**src/rtl/druaga_load_ctrl.sv**
```systemverilog
// druaga_load_ctrl: routes the HPS download stream into the core ROM, title and DIP latches, and owns core reset.
// Define LOAD_CHECKSUM_EN to build the additive ROM checksum; otherwise checksum reads 8'h00.
module druaga_load_ctrl #(
  parameter int ROM_AW   = 17,
  parameter int ROM_SIZE = 81920,
  parameter int RST_HOLD = 256
) (
  input  logic              clk_sys,
  input  logic              reset,
  input  logic              user_rst,
  input  logic              ioctl_download,
  input  logic              ioctl_wr,
  input  logic [24:0]       ioctl_addr,
  input  logic [7:0]        ioctl_dout,
  input  logic [7:0]        ioctl_index,
  output logic              rom_we,
  output logic [ROM_AW-1:0] rom_addr,
  output logic [7:0]        rom_dout,
  output logic [3:0]        tno,
  output logic [23:0]       dsw,
  output logic              core_reset,
  output logic              loaded,
  output logic              overflow,
  output logic [7:0]        checksum
);
  localparam int HW = RST_HOLD > 1 ? $clog2(RST_HOLD) : 1;
  localparam logic [ROM_AW:0] CSZ = (ROM_AW+1)'(ROM_SIZE);
  localparam logic [HW-1:0] HEND = HW'(RST_HOLD-1);
  typedef enum logic [1:0] {IDLE, LOAD, HOLD, RUN} state_t;
  state_t r_state, w_next;
  logic [ROM_AW:0] r_cnt, w_base;
  logic [HW-1:0] r_hold;
  logic r_idx0, r_loaded, r_ovf, r_crst, r_we;
  logic [ROM_AW-1:0] r_addr;
  logic [7:0] r_dout, r_sw0, r_sw1, r_sw2;
  logic [3:0] r_tno;
  logic w_wr, w_in, w_enter, w_clr, w_exit, w_ok, w_rom, w_sw;
  assign w_wr    = ioctl_wr & ioctl_download;
  assign w_in    = ioctl_addr < 25'(ROM_SIZE);
  assign w_enter = r_state != LOAD && w_next == LOAD;
  assign w_clr   = w_enter && ioctl_index == 8'd0;
  assign w_exit  = r_state == LOAD && !ioctl_download;
  // A non-ROM download keeps whatever validity the ROM image already had
  assign w_ok    = r_idx0 ? r_cnt >= CSZ : r_loaded;
  assign w_rom   = w_wr && ioctl_index == 8'd0 && w_in;
  assign w_sw    = w_wr && ioctl_index == 8'd254 && ioctl_addr[24:3] == 22'd0;
  assign w_base  = w_clr ? '0 : r_cnt;
  always_comb begin
    w_next = ioctl_download ? LOAD :
             r_state == LOAD ? (w_ok ? HOLD : IDLE) :
             r_state == HOLD && r_hold == HEND ? RUN : r_state;
  end
  always_ff @(posedge clk_sys) begin
    if (reset) begin
      r_state  <= IDLE;
      r_cnt    <= '0;
      r_hold   <= '0;
      r_idx0   <= 1'b0;
      r_loaded <= 1'b0;
      r_ovf    <= 1'b0;
      r_crst   <= 1'b1;
      r_we     <= 1'b0;
      r_addr   <= '0;
      r_dout   <= '0;
      r_tno    <= '0;
      r_sw0    <= '0;
      r_sw1    <= '0;
      r_sw2    <= '0;
    end else begin
      r_state <= w_next;
      r_hold  <= r_state == HOLD ? r_hold + 1'b1 : '0;
      r_crst  <= user_rst | (r_state != RUN);
      r_we    <= w_rom;
      r_cnt   <= w_base + (ROM_AW+1)'(w_rom && !(&w_base));
      if (w_enter) r_idx0 <= ioctl_index == 8'd0;
      if (w_clr) r_loaded <= 1'b0;
      if (w_exit) r_loaded <= w_ok;
      if (w_clr) r_ovf <= 1'b0;
      if (w_wr && ioctl_index == 8'd0 && !w_in) r_ovf <= 1'b1;
      if (w_rom) begin
        r_addr <= ioctl_addr[ROM_AW-1:0];
        r_dout <= ioctl_dout;
      end
      if (w_wr && ioctl_index == 8'd1) r_tno <= ioctl_dout[3:0];
      r_sw0 <= w_sw && ioctl_addr[2:0] == 3'd0 ? ioctl_dout : r_sw0;
      r_sw1 <= w_sw && ioctl_addr[2:0] == 3'd1 ? ioctl_dout : r_sw1;
      r_sw2 <= w_sw && ioctl_addr[2:0] == 3'd2 ? ioctl_dout : r_sw2;
    end
  end
`ifdef LOAD_CHECKSUM_EN
  logic [7:0] r_sum;
  always_ff @(posedge clk_sys) begin
    if (reset) r_sum <= '0;
    else r_sum <= (w_clr ? 8'h00 : r_sum) + (w_rom ? ioctl_dout : 8'h00);
  end
  assign checksum = r_sum;
`else
  assign checksum = 8'h00;
`endif
  assign rom_we     = r_we;
  assign rom_addr   = r_addr;
  assign rom_dout   = r_dout;
  assign tno        = r_tno;
  assign core_reset = r_crst;
  assign loaded     = r_loaded;
  assign overflow   = r_ovf;
  assign dsw = (r_tno == 4'd1 || r_tno == 4'd3) ? {r_sw1[3:0], r_sw2[3:0], r_sw1, r_sw0} :
               r_tno == 4'd2 ? {r_sw2[3:0], r_sw2[3:0], r_sw1, r_sw0} : {r_sw2, r_sw1, r_sw0};
endmodule

```
**config.mk**
```make
export PLATFORM = sky130hd
export DESIGN_NAME = druaga_load_ctrl
export DESIGN_NICKNAME = d
export VERILOG_FILES = /design/src/rtl/druaga_load_ctrl.sv
export SDC_FILE = /design/constraint.sdc
export NUM_CORES = 1
export LEC_CHECK = 0
export CAP_MARGIN = 20
export CORE_UTILIZATION = 35
export DETAILED_ROUTE_END_ITERATION = 10
export REMOVE_ABC_BUFFERS = 1
export SLEW_MARGIN = 20
export SYNTH_ARGS = -nofsm -noshare
export SYNTH_HDL_FRONTEND = slang
export SYNTH_SLANG_ARGS = --single-unit
```
**constraint.sdc**
```tcl
create_clock -name clk_sys -period 5.86 [get_ports clk_sys]
set_clock_uncertainty 0.1 [all_clocks]
set_input_delay 1.465 -clock clk_sys [delete_from_list [all_inputs] [get_ports clk_sys]]
set_output_delay 1.465 -clock clk_sys [all_outputs]
set_load 0.01 [all_outputs]
```
After elaboration in Yosys (flattened, before gate mapping)
Cells that the tools add are included.
W data, S select, Z words.
- register bits after elaboration: 86
- latch bits: 0
- RAM bits: 0
- ROM bits: 0
- input port bits: 46
- memories kept: 0
- $add $sub $neg: 2
- multipliers: 0
- div/mod/pow operators: 0
- $lt $le $gt $ge: 2
- eq/ne operators: 13
- shifts and indexed selects: 0
- muxes and demuxes: 11
- bitwise gates (word level): 3
- reduce and logical (&&, ||, !) cells: 25
- operator list (operator ; number):
    $mux W24 ; 2
    $lt A25 B17 Y1 const B ; 1
    $logic_not A22 Y1 ; 1
    $add A18 B1 Y18 ; 1
    $ge A18 B17 Y1 const B ; 1
    $mux W18 ; 1
    $reduce_and A18 Y1 ; 1
    $eq A8 B8 Y1 const B ; 2
    $logic_and A1 B1 Y1 ; 14
    $add A8 B1 Y8 const B ; 1
    $eq A4 B2 Y1 const B ; 2
    $eq A8 B1 Y1 const B ; 1
    $logic_not A8 Y1 ; 1
    $mux W2 ; 4
    $eq A2 B1 Y1 const B ; 2
    $eq A4 B1 Y1 const B ; 1
    $mux W1 ; 4
    $reduce_bool A2 Y1 ; 2
    $eq A3 B1 Y1 const B ; 1
    $eq A3 B2 Y1 const B ; 1
    $logic_not A1 Y1 ; 3
    $logic_not A3 Y1 ; 1
    $eq A2 B2 Y1 const B ; 1
    $ne A2 B1 Y1 const B ; 1
    6 further kinds ; 6

Depth between registers and ports, before layout
- depth after elaboration: 13
- depth in mapped cells: 12

Worst setup path before layout
No wires, ideal clock.
- path type: input to register
- start point: in ioctl_index[5]
- end point: reg r_cnt[16]
- setup time: 0.070 ns
- arrival: 3.906 ns
- required time: 5.690 ns
- path slack: 1.784 ns
- stages: 12
- path buffers: 2
- cell sequence: nor4_2 and3_1 buf_2 buf_4 nand2_1 a31oi_1 ha_1 ha_1 nand3_1 or3_1 or3_1 a21oi_1
- longest elaborated chain between the ends: 7
- elaborated cells between the ends (all ways): 9
- those cells by class: add/sub: 1; mux: 1; reduce/logical: 7
- RTL lines (what ; line ; source):
    start, declared ; 15 ; input logic [7:0] ioctl_index,
    $logic_not A8 Y1 (*) ; 41, 45 ;
    $logic_and A1 B1 Y1 ; 41 ; assign w_clr = w_enter && ioctl_index == 8'd0;
    $mux W18 ; 47 ; assign w_base = w_clr ? '0 : r_cnt;
    $reduce_and A18 Y1 ; 74 ; r_cnt <= w_base + (ROM_AW+1)'(w_rom && !(&w_base));
    $logic_not A1 Y1 ; 74 ;
    $logic_and A1 B1 Y1 ; 74 ;
    $add A18 B1 Y18 (*) ; 74 ;
    end signal, assigned ; 74 ;
    end, declared ; 31 ; logic [ROM_AW:0] r_cnt, w_base;
Mark *: on every way between the ends. The rest lies on a longest branch, timed or not.
A chain may end at the register's enable or synchronous reset.

Final worst setup path
- start point: in ioctl_download
- end point: reg r_cnt[16]
- longest elaborated chain between the ends: 9
- elaborated cells between the ends (all ways): 12
- those cells by class: add/sub: 1; eq/ne: 1; mux: 2; bitwise: 1; reduce/logical: 7
- RTL lines (what ; line ; source):
    start, declared ; 11 ; input logic ioctl_download,
    $mux W2 ; 49 ; w_next = ioctl_download ? LOAD :
    $eq A2 B1 Y1 ; 40 ; assign w_enter = r_state != LOAD && w_next == LOAD;
    $logic_and A1 B1 Y1 ; 40 ;
    $logic_and A1 B1 Y1 ; 41 ;
    $mux W18 ; 47 ;
    $reduce_and A18 Y1 ; 74 ;
    $logic_not A1 Y1 ; 74 ;
    $logic_and A1 B1 Y1 ; 74 ;
    $add A18 B1 Y18 (*) ; 74 ;
Marks and branches as above.

==> results_tabular.tex <==
\begin{tabular}{lr}
\hline
Metric & Value \\
\hline
\multicolumn{2}{l}{\textbf{Status}} \\
Run status & finished, final reports clean \\
\multicolumn{2}{l}{\textbf{Clocking}} \\
Post-CTS setup buffer count & 0 \\
Number of buffers on the longest clock path & 2 \\
Post-cts hold buffer count & 0 \\
Clk slew on worst S/H paths & 90 ps \\
Post-cts sizing count & 0 \\
CTS tree & built \\
Number of sinks driven by the clock tree & 86 \\
\# H-tree levels & 3 \\
Insertion delay to the later sink of the worst-skew pair & approximately 370 ps \\
Clock Root Buffer & sky130\_fd\_sc\_hd\_\_clkbuf\_8 \\
Number of CTS-inserted buffers & 9 \\
\multicolumn{2}{l}{\textbf{Synthesis}} \\
Yosys top cell area share & 46.1\% \\
Synth area leader & sky130\_fd\_sc\_hd\_\_dfxtp\_1 \\
Flip-flop and latch count after synthesis & 86 \\
Top FF cell, synth & sky130\_fd\_sc\_hd\_\_dfxtp\_1 \\
Count of different cell masters after synthesis & 44 \\
Commonest cells in the netlist & sky130\_fd\_sc\_hd\_\_dfxtp\_1, sky130\_fd\_sc\_hd\_\_nand2\_1, sky130\_fd\_sc\_hd\_\_a21oi\_1, sky130\_fd\_sc\_hd\_\_nand3\_1, sky130\_fd\_sc\_hd\_\_o21ai\_0 \\
Combined area of all synthesized cells & 3730 um2 \\
Number of synthesized flops with an enable pin & 0 \\
Synth async-reset ratio & 0\% \\
Number of instances in the synthesized netlist & $\sim$430 \\
Average cell area after synthesis & a little under 9 um2 \\
Sequential cell area fraction in the yosys report & around 46\% \\
Most frequently used cell type in the post-synthesis netlist & sky130\_fd\_sc\_hd\_\_dfxtp\_1 \\
Leading post-synthesis cells by cell area & sky130\_fd\_sc\_hd\_\_dfxtp\_1, sky130\_fd\_sc\_hd\_\_mux2i\_1, sky130\_fd\_sc\_hd\_\_nand2\_1 \\
Warning count from the yosys run & 0 \\
\multicolumn{2}{l}{\textbf{Die}} \\
Std-Cell Core Area & around 10000 um2 \\
Height of the die & around 110 um \\
Std-Cell Rows & 37 \\
Die Area & around 11000 um2 \\
I/O Pins & 111 \\
Initial Util & a little over a third \\
Die width & approximately 110 um \\
\multicolumn{2}{l}{\textbf{Final layout}} \\
Ratio of cells with drive above 1 in the final layout & under 10\% \\
Area taken by flip-flops and latches & 1720 um2 \\
Fill cell instance count of the final layout & 995 \\
Area Growth Syn to Fin & 33.6\% \\
Final standard cell utilization of the core & between 40\% and 50\% \\
Total area of multi-input combinational cells & between 1500 and 2000 um2 \\
Count of nets after finishing & around 570 \\
Antenna diode count & 0 \\
\multicolumn{2}{l}{\textbf{Setup path}} \\
Critical path class & in -> reg \\
Max Fanout on Critical Path & 8 \\
Data arrival time of the critical path & 4830 ps \\
Required time at the worst-slack endpoint & between 6000 and 7000 ps \\
Category of the worst setup path launch point & primary input \\
Kind of end point of the critical path & flip-flop \\
\multicolumn{2}{l}{\textbf{Drt}} \\
DRT Wirelength & slightly below 10 mm \\
Count of unresolved DRC violations after routing & 0 \\
Pre-antenna DRT Iters & 4 \\
Remaining antenna violation count after routing & 0 \\
Average wire per cell in the routed design & roughly 15 um \\
Vias after detailed routing & between 3000 and 4000 \\
Detailed router's first-iteration violation count & between 100 and 150 \\
DR vias/cell & 5.09 \\
\multicolumn{2}{l}{\textbf{Global route}} \\
Maximum number of pins on one net before global-route repair & 40 \\
Global-route wire length before repair & approximately 16 mm \\
Number of global-route vias before repair & between 3000 and 4000 \\
Antenna violations before repair & 0 \\
Leftover overflow at the end of global routing & 0 \\
Overall fraction of global-route tracks in use & between 10\% and 20\% \\
\multicolumn{2}{l}{\textbf{Placed design}} \\
Routability-driven placement congestion ratio & $\sim$0.77 \\
Count of buffers inserted at the top-level ports & slightly above 100 \\
Total half-perimeter wirelength after legalization and detailed placement & 6.86 mm \\
\multicolumn{2}{l}{\textbf{Timing}} \\
Headroom to the max-slew limit & 40.3\% \\
Finish-stage setup viols & 0 \\
Crit share post-route & about four fifths \\
Time the final worst path needs with I/O delays and setup & roughly 4600 ps \\
Max Clock Freq & around 220 MHz \\
Max Transition Viols Final & 0 \\
RSZ-0062 raised after global routing & no \\
Hold violation count in the final report & 0 \\
Sum of negative setup slack & 0 ps \\
Slew @ Worst Pin & 893 ps \\
\multicolumn{2}{l}{\textbf{Hold path}} \\
Worst hold path type & reg -> reg \\
\multicolumn{2}{l}{\textbf{Power}} \\
Power Dens Cells & approximately 210 nW/um2 \\
Maximum vdd drop & 0.0000955 V \\
Static power due to leakage & around 1.8 nW \\
\multicolumn{2}{l}{\textbf{Job}} \\
Max-cap check violation count & 0 \\
\hline
\end{tabular}
[cell families after synthesis]
group           synth area share, %
fa+ha+maj                      1.01
simple gates                   24.7
compound gates                 11.1
xor+xnor                       3.52
flops                          46.1
mux                            7.81
other cells                   0.100
buf+inv                        5.63
[state kept, by name, summed over array words and instances, names as in the netlist]
register / count
r_sw0: 8
r_cnt: 18
rom_addr: 17
overflow: 1
r_sw2: 8
rom_we: 1
tno: 4
r_hold: 8
r_state: 2
core_reset: 1
r_idx0: 1
loaded: 1
r_sw1: 8
rom_dout: 8
[worst max-delay path: stages]
cell and delay (ps):
sky130_fd_sc_hd__clkdlybuf4s50_1 630, sky130_fd_sc_hd__nor4b_2 430, sky130_fd_sc_hd__nand4_1 330, sky130_fd_sc_hd__and2_1 280, sky130_fd_sc_hd__a31oi_1 170, sky130_fd_sc_hd__ha_1 230, sky130_fd_sc_hd__ha_1 190, sky130_fd_sc_hd__nand3_1 220
sky130_fd_sc_hd__or3_1 420, sky130_fd_sc_hd__or3_1 320, sky130_fd_sc_hd__a21oi_1 140
[cells in the final DEF, fill, tap and decap left out, types with 4 or more instances in the layout]
| master | count |
|---|---|
| sky130_fd_sc_hd__nand2_1 | 53 |
| sky130_fd_sc_hd__clkbuf_8 | 9 |
| sky130_fd_sc_hd__clkdlybuf4s50_1 | 102 |
| sky130_fd_sc_hd__nand3_1 | 34 |
| sky130_fd_sc_hd__nor4_1 | 10 |
| sky130_fd_sc_hd__nor2b_1 | 5 |
| sky130_fd_sc_hd__inv_1 | 6 |
| sky130_fd_sc_hd__and4_1 | 5 |
| sky130_fd_sc_hd__or3_1 | 5 |
| sky130_fd_sc_hd__a21oi_1 | 34 |
| sky130_fd_sc_hd__mux2i_1 | 28 |
| sky130_fd_sc_hd__and2_1 | 4 |
| sky130_fd_sc_hd__nor3_1 | 4 |
| sky130_fd_sc_hd__dfxtp_1 | 86 |
| sky130_fd_sc_hd__a22oi_1 | 5 |
| sky130_fd_sc_hd__conb_1 | 8 |
| sky130_fd_sc_hd__o21ai_0 | 32 |
| sky130_fd_sc_hd__nor2_1 | 31 |
| sky130_fd_sc_hd__nand4_1 | 6 |
| sky130_fd_sc_hd__xor2_1 | 8 |
| sky130_fd_sc_hd__xnor2_1 | 7 |
[cell type report]
cell class,instances,area share [%]
multi-input combinational,308,36.7
sequential,86,34.5
timing repair buffer,105,20.9
tap,136,3.41
clock buffer,9,2.48
clock inverter,7,1.48
inverter,7,0.527
[worst paths after layout]
path / startpoint / endpoint / slack [ps] / depth (start not counted)
max: ioctl_download / r_cnt[16] / 1220 / 11
min: r_sw1[5] / r_sw1[5] / 360 / 2
max reg2reg: r_state[1] / r_cnt[16] / 2790 / 10
min reg2reg: r_sw1[5] / r_sw1[5] / 360 / 2
[where the power goes]
part	switching, mW	leakage (nW)	internal, mW	total, mW
registers	0.000448	0.693	0.584	0.585
logic	0.0285	0.996	0.0315	0.0600
clock network	0.223	0.0996	0.198	0.422
total	0.252	1.79	0.814	1.07
[per-stage QoR]
stage / total power [mW] / cell area (um2) / setup slack (ps) / hold slack [ps] / std cells
final: 1.07 / 4990 / 1220 / 363 / 658
after CTS: 1.08 / 4990 / 1250 / 364 / 658
after global placement: 0.658 / 4790 / 988 / 341 / 642
after detailed placement: 0.658 / 4790 / 870 / 353 / 642
after global routing: 1.11 / 4990 / 851 / 387 / 658
after floorplan: 0.613 / 3580 / 1560 / 323 / 401
[per-layer routing]
metal  vias up  track usage [%]  part of all wire (%)  routed length (um)
met1      1557             23.3                    46                4420
met3        15             4.02                   6.6                 632
met5         -                0                     0                   0
li1       1662                -                     -                   -
met4         0             8.45                   2.4                 230
met2       113             28.1                    45                4330
(Power assumes the default switching activity.)
